--- config.mk ---
export PLATFORM = sky130hd
export DESIGN_NAME = uart_ctrl_flat
export DESIGN_NICKNAME = d
export VERILOG_FILES = /design/src/rtl/uart_ctrl_if.sv /design/src/rtl/uart_ctrl.sv /design/src/flat_wrapper.sv
export SDC_FILE = /design/constraint.sdc
export NUM_CORES = 1
export LEC_CHECK = 0
export CORE_ASPECT_RATIO = 1.1
export CORE_MARGIN = 2
export CORE_UTILIZATION = 30
export CTS_CLUSTER_SIZE = 30
export DETAILED_ROUTE_END_ITERATION = 7
export GPL_TIMING_DRIVEN = 0
export SLEW_MARGIN = 20
export SYNTH_ARGS = -nofsm -noshare
export SYNTH_HDL_FRONTEND = slang
export SYNTH_SLANG_ARGS = --single-unit
--- constraint.sdc ---
create_clock -name clk -period 4 [get_ports clk]
set_clock_uncertainty 0.1 [all_clocks]
set_input_delay 0.4 -clock clk [delete_from_list [all_inputs] [get_ports clk]]
set_output_delay 0.4 -clock clk [all_outputs]
set_load 0.02 [all_outputs]
--- src/rtl/uart_ctrl_if.sv ---
// Core-side byte streams and uart_unit handshake for uart_ctrl.
// master: the core plus uart_unit (the environment); slave: the controller.
interface uart_ctrl_if #(
  parameter int DEPTH_LOG2 = 4
);
  logic                  tx_valid;
  logic [7:0]            tx_data;
  logic                  tx_ready;
  logic                  rx_valid;
  logic [7:0]            rx_data;
  logic                  rx_ready;
  logic                  rx_en;
  logic [DEPTH_LOG2:0]   rx_count;
  logic                  uart_go;
  logic                  rors;
  logic [7:0]            txdata;
  logic                  uart_done;
  logic [7:0]            rxdata;

  modport master (
    output tx_valid, tx_data, rx_ready, rx_en, uart_done, rxdata,
    input  tx_ready, rx_valid, rx_data, rx_count, uart_go, rors, txdata
  );

  modport slave (
    input  tx_valid, tx_data, rx_ready, rx_en, uart_done, rxdata,
    output tx_ready, rx_valid, rx_data, rx_count, uart_go, rors, txdata
  );
endinterface

--- src/rtl/uart_ctrl.sv ---
// Byte-level controller in front of uart_unit: TX and RX FIFOs plus a
// three-state sequencer that keeps at most one uart_unit operation in flight.
// TX always wins over RX; RX space is reserved when a receive is started.
module uart_ctrl #(
  parameter int DEPTH_LOG2 = 4
) (
  input logic        clk,
  input logic        rst,
  uart_ctrl_if.slave bus
);
  localparam int DEPTH = 1 << DEPTH_LOG2;
  localparam logic [DEPTH_LOG2:0]   FULL    = (DEPTH_LOG2+1)'(DEPTH);
  localparam logic [DEPTH_LOG2:0]   CNT_ONE = (DEPTH_LOG2+1)'(1);
  localparam logic [DEPTH_LOG2-1:0] PTR_ONE = DEPTH_LOG2'(1);

  localparam logic [1:0] IDLE = 2'd0;
  localparam logic [1:0] SEND = 2'd1;
  localparam logic [1:0] RECV = 2'd2;

  logic [1:0]            state;
  logic                  go_q;
  logic                  rors_q;
  logic [7:0]            txdata_q;

  logic [7:0]            tx_mem [DEPTH];
  logic [7:0]            rx_mem [DEPTH];
  logic [DEPTH_LOG2-1:0] tx_rd, tx_wr, rx_rd, rx_wr;
  logic [DEPTH_LOG2:0]   tx_count, rx_count;

  logic tx_push, tx_pop, rx_push, rx_pop, start_recv, op_done;

  // done is only honoured while an operation is outstanding and past its go cycle
  assign op_done    = (state != IDLE) && !go_q && bus.uart_done;
  assign tx_push    = bus.tx_valid && (tx_count != FULL);
  assign tx_pop     = (state == IDLE) && (tx_count != '0);
  assign start_recv = (state == IDLE) && (tx_count == '0) && bus.rx_en && (rx_count != FULL);
  assign rx_push    = op_done && (state == RECV);
  assign rx_pop     = (rx_count != '0) && bus.rx_ready;

  assign bus.tx_ready = (tx_count != FULL);
  assign bus.rx_valid = (rx_count != '0);
  assign bus.rx_data  = rx_mem[rx_rd];
  assign bus.rx_count = rx_count;
  assign bus.uart_go  = go_q && !rst;
  assign bus.rors     = rors_q;
  assign bus.txdata   = txdata_q;

  // Sequencer: pick the next operation in IDLE and wait for its completion
  always_ff @(posedge clk) begin
    if (rst) begin
      state    <= IDLE;
      go_q     <= 1'b0;
      rors_q   <= 1'b0;
      txdata_q <= 8'h00;
    end else begin
      go_q <= 1'b0;
      case (state)
        IDLE: begin
          if (tx_pop) begin
            txdata_q <= tx_mem[tx_rd];
            rors_q   <= 1'b1;
            go_q     <= 1'b1;
            state    <= SEND;
          end else if (start_recv) begin
            rors_q <= 1'b0;
            go_q   <= 1'b1;
            state  <= RECV;
          end
        end
        SEND, RECV: begin
          if (op_done) state <= IDLE;
        end
        default: state <= IDLE;
      endcase
    end
  end

  // FIFO storage; contents are don't-care after reset, so no reset here
  always_ff @(posedge clk) begin
    if (tx_push) tx_mem[tx_wr] <= bus.tx_data;
    if (rx_push) rx_mem[rx_wr] <= bus.rxdata;
  end

  // TX FIFO pointers and occupancy
  always_ff @(posedge clk) begin
    if (rst) begin
      tx_rd    <= '0;
      tx_wr    <= '0;
      tx_count <= '0;
    end else begin
      if (tx_push) tx_wr <= tx_wr + PTR_ONE;
      if (tx_pop)  tx_rd <= tx_rd + PTR_ONE;
      case ({tx_push, tx_pop})
        2'b10:   tx_count <= tx_count + CNT_ONE;
        2'b01:   tx_count <= tx_count - CNT_ONE;
        default: tx_count <= tx_count;
      endcase
    end
  end

  // RX FIFO pointers and occupancy
  always_ff @(posedge clk) begin
    if (rst) begin
      rx_rd    <= '0;
      rx_wr    <= '0;
      rx_count <= '0;
    end else begin
      if (rx_push) rx_wr <= rx_wr + PTR_ONE;
      if (rx_pop)  rx_rd <= rx_rd + PTR_ONE;
      case ({rx_push, rx_pop})
        2'b10:   rx_count <= rx_count + CNT_ONE;
        2'b01:   rx_count <= rx_count - CNT_ONE;
        default: rx_count <= rx_count;
      endcase
    end
  end
endmodule
--- src/flat_wrapper.sv ---
// flat-port wrapper written by rule: the top's interface ports become plain ports
module uart_ctrl_flat 
#(
  parameter int DEPTH_LOG2 = 4
)
  (clk, rst, bus_tx_valid, bus_tx_data, bus_rx_ready, bus_rx_en, bus_uart_done, bus_rxdata, bus_tx_ready, bus_rx_valid, bus_rx_data, bus_rx_count, bus_uart_go, bus_rors, bus_txdata);
  uart_ctrl_if #(.DEPTH_LOG2(DEPTH_LOG2)) bus_i ();
  input logic clk;
  input logic rst;
  input wire logic [$bits(bus_i.tx_valid)-1:0] bus_tx_valid;
  input wire logic [$bits(bus_i.tx_data)-1:0] bus_tx_data;
  input wire logic [$bits(bus_i.rx_ready)-1:0] bus_rx_ready;
  input wire logic [$bits(bus_i.rx_en)-1:0] bus_rx_en;
  input wire logic [$bits(bus_i.uart_done)-1:0] bus_uart_done;
  input wire logic [$bits(bus_i.rxdata)-1:0] bus_rxdata;
  output wire logic [$bits(bus_i.tx_ready)-1:0] bus_tx_ready;
  output wire logic [$bits(bus_i.rx_valid)-1:0] bus_rx_valid;
  output wire logic [$bits(bus_i.rx_data)-1:0] bus_rx_data;
  output wire logic [$bits(bus_i.rx_count)-1:0] bus_rx_count;
  output wire logic [$bits(bus_i.uart_go)-1:0] bus_uart_go;
  output wire logic [$bits(bus_i.rors)-1:0] bus_rors;
  output wire logic [$bits(bus_i.txdata)-1:0] bus_txdata;
  assign bus_i.tx_valid = bus_tx_valid;
  assign bus_i.tx_data = bus_tx_data;
  assign bus_i.rx_ready = bus_rx_ready;
  assign bus_i.rx_en = bus_rx_en;
  assign bus_i.uart_done = bus_uart_done;
  assign bus_i.rxdata = bus_rxdata;
  assign bus_tx_ready = bus_i.tx_ready;
  assign bus_rx_valid = bus_i.rx_valid;
  assign bus_rx_data = bus_i.rx_data;
  assign bus_rx_count = bus_i.rx_count;
  assign bus_uart_go = bus_i.uart_go;
  assign bus_rors = bus_i.rors;
  assign bus_txdata = bus_i.txdata;
  uart_ctrl #(.DEPTH_LOG2(DEPTH_LOG2)) u_core (.clk(clk), .rst(rst), .bus(bus_i));
endmodule
==> impl.org, run 1 <==
** Clocking
- Cts-stage hold buffer count :: 0
- The tree is rooted in a clkbuf_16.
- Counting along the longest clock path gives a buffer depth of 3.
- In this run the number of H-tree levels came out at 1.
- At the later pin of the worst-skew pair, clock insertion delay measures 0.54 ns.
- Clock slew at reported path FFs :: 0.06 ns
- Sinks on Clock Net :: 298
- Clock tree from TritonCTS :: done
- Clock buffers created by TritonCTS :: 29
- Quantity of gates resized following cts :: 0
- Buffers inserted during post-CTS setup optimization :: 0

** Synthesis
- Yosys warning count :: 0
- The synthesized design spends more area on one cell type than any other, namely edfxtp_1.
- Yosys cell types :: 51
- For this run, the leading register cell type out of synthesis is edfxtp_1.
- Of all flip-flops after synthesis, the portion carrying an async set or reset was 0.
- In the post-synthesis netlist, the cell with the most instances is edfxtp_1.
- Of the synthesized area, sequential elements account for 0.710.
- By area the synthesized netlist is led by edfxtp_1 64%, mux4_2 11%, dfxtp_1 7.0%, mux2i_1 3.0%, ha_1 2.0%.
- Syn Area/Cell :: 17.3 µm²
- Total standard cell area after synthesis :: 12000 µm²
- In this run, synthesis produced a sequential element count of 298.
- Instance count of the mapped netlist :: 695
- Number of nets produced by synthesis :: 736
- Number of flops mapped to enable cells by yosys :: 256
- The share of synthesized area in the top cell type comes to 0.640.
- After synthesis, the most frequently instantiated cells are 256 x edfxtp_1, 59 x nor2_1, 56 x mux4_2.

** Worst setup path
- At the worst endpoint, the required time is 4.33 ns.
- Data arrival time of the critical path :: 3.91 ns
- Type of element capturing the critical path :: flip-flop
- Worst Setup Start Kind :: flip-flop
- In this run the worst path has a maximum fanout of 10.
- The setup path with the least slack is of type reg -> reg.

** Timing
- Setup repair after global routing left no endpoint under its margin.
- Period utilization :: 0.896
- Setup violations remaining at the end of the flow were counted as 0.
- The final count of pins violating max slew was 0.
- Maximum clock frequency :: 279 MHz
- Number of hold-slack violations in the final timing report :: 0
- Setup TNS :: 0 ns
- Least-Margin Pin Slew :: 0.857 ns
- Fin crit period :: 3.59 ns
- Measured against its own limit, the worst slew margin works out to 0.427.

** Cells and area
- Filler cells :: 3670
- The number of antenna diodes in the final layout is 0.
- Relative to the synthesized area, the layout overhead comes to 17.5%.
- Multi-input combinational cell area :: 3240 µm²
- Share of layout cells above drive strength 1 :: 0.170
- Sequential cell area :: 8530 µm²
- Total number of nets in the final design :: 817

** Global route
- The first global-routing pass estimated 38200 µm of wire.
- The number of global-route vias before repair was 6425.
- Number of antenna violations at the first check in global routing :: 0
- Entering global routing, the biggest net connects 17 pins.
- In the global route stage, overall resource usage came out at 0.121.
- The total overflow left after global routing is 0.

** Die
- Count of pins on the block boundary :: 47
- The floorplan step set the die width to 195 µm.
- Overall die area :: 41600 µm²
- Die height :: 214 µm
- The total area inside the core boundary comes to 39300 µm².
- In this run the core area contains 76 standard-cell rows.
- For this configuration, the core starts out at a cell density of 0.306.

** Power and ir drop
- Leakage power :: 4.44 nW
- Worst voltage drop across the vdd grid :: 0.357 mV
- Pwr Density :: 592 nW/µm²
- Power comes to 8.35 mW.

** Drt
- Summing over every cut layer, the via total after detailed routing is 6235.
- Average wire length per cell after detail routing :: 19.2 µm
- Number of nets with antenna violations after detailed routing :: 0
- First-pass iteration count of the detailed router :: 5
- Via density per instance :: 4.78
- In this run, the number of DRC markers left after iteration 0 of detailed routing was 352.
- The routed design has 25100 µm of wire.
- In the routed design, unresolved DRC markers number 0.

** Status
- Run status :: finished, final reports clean

** Worst hold path
- In this run the worst hold path is classified as in -> reg.

** Job
- The tool flagged a number of max-cap violations equal to 0.

** Placement
- The congestion estimate from routability-driven global placement came to 0.745.
- Summed over all nets, the half-perimeter wirelength after detailed placement is 16800 µm.
- Input and output buffers added on the ports amount to 45.
[path summary, 6_finish.rpt]
path / startpoint / end / slack (ns) / cells after the start
max reg2reg: u_core.tx_count[2]$_SDFFE_PP0P_ / u_core.tx_count[4]$_SDFFE_PP0P_ / 0.41 / 12
min: rst / u_core.tx_count[3]$_SDFFE_PP0P_ / 0.29 / 3
min reg2reg: u_core.bus.rors$_SDFFE_PP0P_ / u_core.bus.rors$_SDFFE_PP0P_ / 0.40 / 2
max: u_core.tx_count[2]$_SDFFE_PP0P_ / u_core.tx_count[4]$_SDFFE_PP0P_ / 0.41 / 12
[power breakdown]
group          switching (mW)  internal [mW]  total (mW)
clock                    1.12           1.57        2.69
combinational            1.14          0.906        2.04
sequential              0.104           3.52        3.62
[critical path, cell delays in order, from the launching register on]
cell,delay [ns]
dfxtp_1,0.32
buf_2,0.17
nor4_1,0.59
a21boi_1,0.36
inv_1,0.16
ha_1,0.15
clkbuf_1,0.30
xor2_1,0.18
ha_1,0.15
a21oi_1,0.07
or3_1,0.36
a31oi_1,0.22
mux2_2,0.35
[placed cells by master, fill, tap and decap left out, drive strengths merged, types with 3 or more instances in the layout]
cell	n
mux4	56
clkbuf	61
nand2	17
inv	17
a211oi	17
o22ai	18
dfxtp	42
nand3	3
edfxtp	256
clkinv	6
xnor2	5
or3	6
nor2b	6
a21oi	19
clkdlybuf4s50	45
o21ai	7
o211ai	5
ha	19
buf	30
xor2	13
a211o	3
mux2i	36
nor3	10
nor2	59
nand2b	7
[area by class of cell]
type / count / area share
buffer: 43 / 0.0155
clock buffer: 43 / 0.0594
clock inverter: 10 / 0.00736
inverter: 16 / 0.00426
multi-input combinational: 338 / 0.229
sequential: 298 / 0.604
tap: 507 / 0.0450
timing repair buffer: 50 / 0.0346
[flip-flops by register name (all words and copies together) (netlist names), named ones only]
| register | flops |
|---|---|
| u_core.bus.rors | 1 |
| u_core.bus.rx_count | 5 |
| u_core.bus.txdata | 8 |
| u_core.go_q | 1 |
| u_core.rx_mem | 128 |
| u_core.rx_rd | 4 |
| u_core.rx_wr | 4 |
| u_core.state | 2 |
| u_core.tx_count | 5 |
| u_core.tx_mem | 128 |
| u_core.tx_rd | 4 |
| u_core.tx_wr | 4 |
[per-stage QoR]
stage | setup WS [ns] | hold slack (ns) | utilization | instances | cell area, µm²
6_report | 0.415 | 0.289 | 0.359 | 1305 | 14100
5_1_grt | 0.0767 | 0.314 | 0.359 | 1305 | 14100
4_1_cts | 0.339 | 0.259 | 0.359 | 1305 | 14100
3_5_place_dp | 0.415 | 0.398 | 0.335 | 1252 | 13200
3_3_place_gp | 0.406 | 0.399 | 0.333 | 1247 | 13100
2_1_floorplan | 0.908 | 0.381 | - | 695 | 12000
[routing by layer]
metal	vias up	track usage	routed length, µm	share of wire
met5	-	0	0	0
met2	140	0.216	12700	0.51
met4	0	0.0310	454	0.018
met1	3175	0.154	10800	0.43
met3	32	0.0203	1170	0.047
li1	2888	-	-	-
[cell families after synthesis]
logic type | count (synthesis) | share of synthesized area
compound gates | 84 | 0.0473
xor+xnor | 18 | 0.0131
fa+ha+maj | 19 | 0.0198
buf+inv | 59 | 0.0232
flops | 298 | 0.710
mux | 94 | 0.137
simple gates | 123 | 0.0491
Power figures use the tool's default switching activity.
==> run 2, diff against run 1 <==
Settings changed: CTS_BUF_LIST set to sky130_fd_sc_hd__clkbuf_16.
==> impl.org, run 2 (same netlist as run 1, synthesis figures left out) <==
** Cells and area
- The layout has 3676 filler cells.
- The final layout contains 817 nets.
- Share of layout cells above drive strength 1 :: 0.163
- Commonest non-fill, non-tap cell in the layout :: edfxtp_1
- The number of antenna diodes in the final layout is 0.
- Relative to the synthesized area, the layout overhead comes to 17.0%.
- Top library cells by usage in the layout, fill and taps aside :: 256 x edfxtp_1, 59 x nor2_1, 56 x mux4_2, 45 x clkdlybuf4s50_1, 42 x dfxtp_1
- Final cell utilization of the core :: 0.358
- Count of placed standard cells in the final layout, fillers left out :: 1305

** Placement
- Detailed placement ended at an HPWL of 16800 µm.
- Worst slack after detailed placement :: 0.415 ns
- Port buffering added 45 buffers.
- Routability-driven placement finished with a final weighted congestion of 0.745.
- Number of cells in the design after placement :: 1252

** Global route
- GR met3 Demand/Resource :: 0.0203
- Number of antenna violations at the first check in global routing :: 0
- Maximum number of pins on one net before global-route repair :: 17
- Summed over all layers, the global routing overflow is 0.
- met2 is the most crowded layer.
- Via count of the first global-routing pass :: 6415
- Met1 Use GR :: 0.155
- For this run, the total global-route usage over all layers was measured as 0.121.
- The first global-routing pass estimated 38200 µm of wire.
- GRT met2 Usage :: 0.215

** Power and ir drop
- Pwr Density :: 584 nW/µm²
- Of the total power, registers draw 0.441.
- Logic pwr share :: 0.249
- Leakage power :: 4.44 nW
- The share of total power dissipated in the clock network is 0.310.
- For this design the total switching power over the nets is 2.35 mW.
- Cell internal power was estimated by the tool at 5.86 mW.
- Worst voltage drop across the vdd grid :: 0.354 mV
- Of the total power, the share spent switching nets is 0.286.

** Clocking
- Clock buffers created by TritonCTS :: 29
- Clock latency on the worst-skew pair, taken at its later pin, is 0.54 ns.
- No sink is reached through more buffers than the 3 on the longest clock path.
- H-tree depth :: 1
- Clock-pin slew was measured on the worst setup and hold paths at 0.06 ns.
- In this run the clock root is driven by a clkbuf_16.
- In this run, post-CTS hold repair placed 0 buffers.
- Clock tree from TritonCTS :: done
- CTS saw 298 sinks.
- The number of setup buffers added after CTS is 0.
- Once the clock tree was built, the resizer swapped 0 gates to a different size.

** Worst setup path
- Startpoint of the lowest-slack register-to-register path :: u_core.tx_count[2]$_SDFFE_PP0P_
- In this run the register-to-register setup slack is 0.42 ns.
- Critical Path RT :: 4.33 ns
- Most numerous cell on the critical path :: ha_1
- Capturing point of the worst reg2reg path :: u_core.tx_count[4]$_SDFFE_PP0P_
- WS Path Type :: reg -> reg
- STA classifies the critical path endpoint as a flip-flop.
- Highest-delay cell along the critical path :: nor4_1
- Data arrival time of the critical path :: 3.91 ns
- FF-to-FF path depth :: 12
- The worst setup path is launched from a flip-flop.
- Max incr delay on CP :: 0.59 ns
- Crit path cell chain :: buf_2 -> nor4_1 -> a21boi_1 -> inv_1 -> ha_1 -> clkbuf_1 -> xor2_1 -> ha_1 -> a21oi_1 -> or3_1 -> a31oi_1 -> mux2_2
- Worst Path Max Fanout :: 10

** Timing
- Period utilization :: 0.896
- Slew headroom :: 0.399
- Fin crit period :: 3.58 ns
- Worst setup slack after layout :: 0.415 ns
- The final count of pins violating max slew was 0.
- Setup repair after global routing left no endpoint under its margin.
- Timing would allow up to 279 MHz.
- Summed over all failing endpoints, the final setup total negative slack is 0 ns.
- Least-Margin Pin Slew :: 0.898 ns
- Final setup violation count :: 0
- Number of hold-slack violations in the final timing report :: 0
- Final hold analysis gives a worst-case slack of 0.292 ns.

** Die
- X dimension of the die :: 195 µm
- The floorplan has 76 rows.
- The initial utilization of the core area, before any placement, comes to 0.306.
- Die height :: 214 µm
- Count of pins on the block boundary :: 47
- The die covers 41600 µm².
- In this run the standard cell core region covers 39300 µm².

** Job
- Max-cap violations in this run came to 0.

** Status
- Run status :: finished, final reports clean

** Drt
- Dividing the detail-routed wire length by the instance count gives 19.1 µm.
- First DRT Iteration DRCs :: 394
- Via total after detailed routing :: 6206
- Wirelength, routed :: 25000 µm
- Via density per instance :: 4.76
- Number of nets with antenna violations after detailed routing :: 0
- In the routed design, unresolved DRC markers number 0.
- First-pass iteration count of the detailed router :: 5

** Worst hold path
- Worst hold endpoint :: u_core.tx_count[3]$_SDFFE_PP0P_
- Along the worst hold path, the cell count comes to 3.
- Hold path startpoint :: rst
- The min-delay analysis places its worst path in the category in -> reg.
[run 2: worst max-delay path by stage]
stage | depth (start not counted) | to | from
floorplan | 13 | u_core.tx_count[4]$_SDFFE_PP0P_ | u_core.tx_count[1]$_SDFFE_PP0P_
CTS | 4 | bus_rx_data[7] | flip-flop
global placement | 5 | u_core.rx_mem[0][4]$_DFFE_PP_ | bus_uart_done
global route | 12 | u_core.tx_count[4]$_SDFFE_PP0P_ | u_core.tx_count[2]$_SDFFE_PP0P_
detailed placement | 11 | u_core.tx_count[4]$_SDFFE_PP0P_ | bus_tx_valid
finish | 12 | u_core.tx_count[4]$_SDFFE_PP0P_ | u_core.tx_count[2]$_SDFFE_PP0P_
[run 2: through the flow]
step,total power [mW],area (µm²)
2_1_floorplan,5.09,12000
3_3_place_gp,5.73,13100
3_5_place_dp,5.75,13200
4_1_cts,8.30,14000
5_1_grt,8.60,14000
6_report,8.21,14000
[run 2: cell type report]
| cell class | instances | area [µm²] | share of cell area |
|---|---|---|---|
| flip-flops and latches | 298 | 8530 | 0.607 |
| multi-input cells | 338 | 3240 | 0.230 |
| clock buffers | 29 | 726 | 0.0517 |
| well taps | 507 | 634 | 0.0452 |
| repair buffers | 50 | 488 | 0.0347 |
| plain buffers | 43 | 219 | 0.0156 |
| clock inverters | 24 | 156 | 0.0111 |
| inverters | 16 | 60.1 | 0.00428 |
[run 2: worst max-delay path: cells and delay by family (launching register included)]
kind,cells,cell delay (ns)
AO/OA/AOI/OAI,3,0.65
XOR/XNOR,1,0.18
adder cells (fa/ha/maj),2,0.30
buffers and inverters,3,0.63
flip-flops,1,0.32
multiplexers,1,0.35
AND/OR/NAND/NOR,2,0.95
[run 2: power groups by stage]
stage / sequential (mW) / clock, mW / combinational [mW]
global route: 3.64 / 2.73 / 2.23
floorplan: 3.70 / 0 / 1.39
CTS: 3.62 / 2.61 / 2.07
finish: 3.62 / 2.55 / 2.04
detailed placement: 3.69 / 0 / 2.06
global placement: 3.69 / 0 / 2.04
[run 2: routing by layer]
layer,part of all wire,routed length [µm],up-vias
met4,0.018,459,0
met5,0,0,-
met3,0.043,1080,33
li1,-,-,2888
met2,0.51,12700,138
met1,0.43,10700,3147
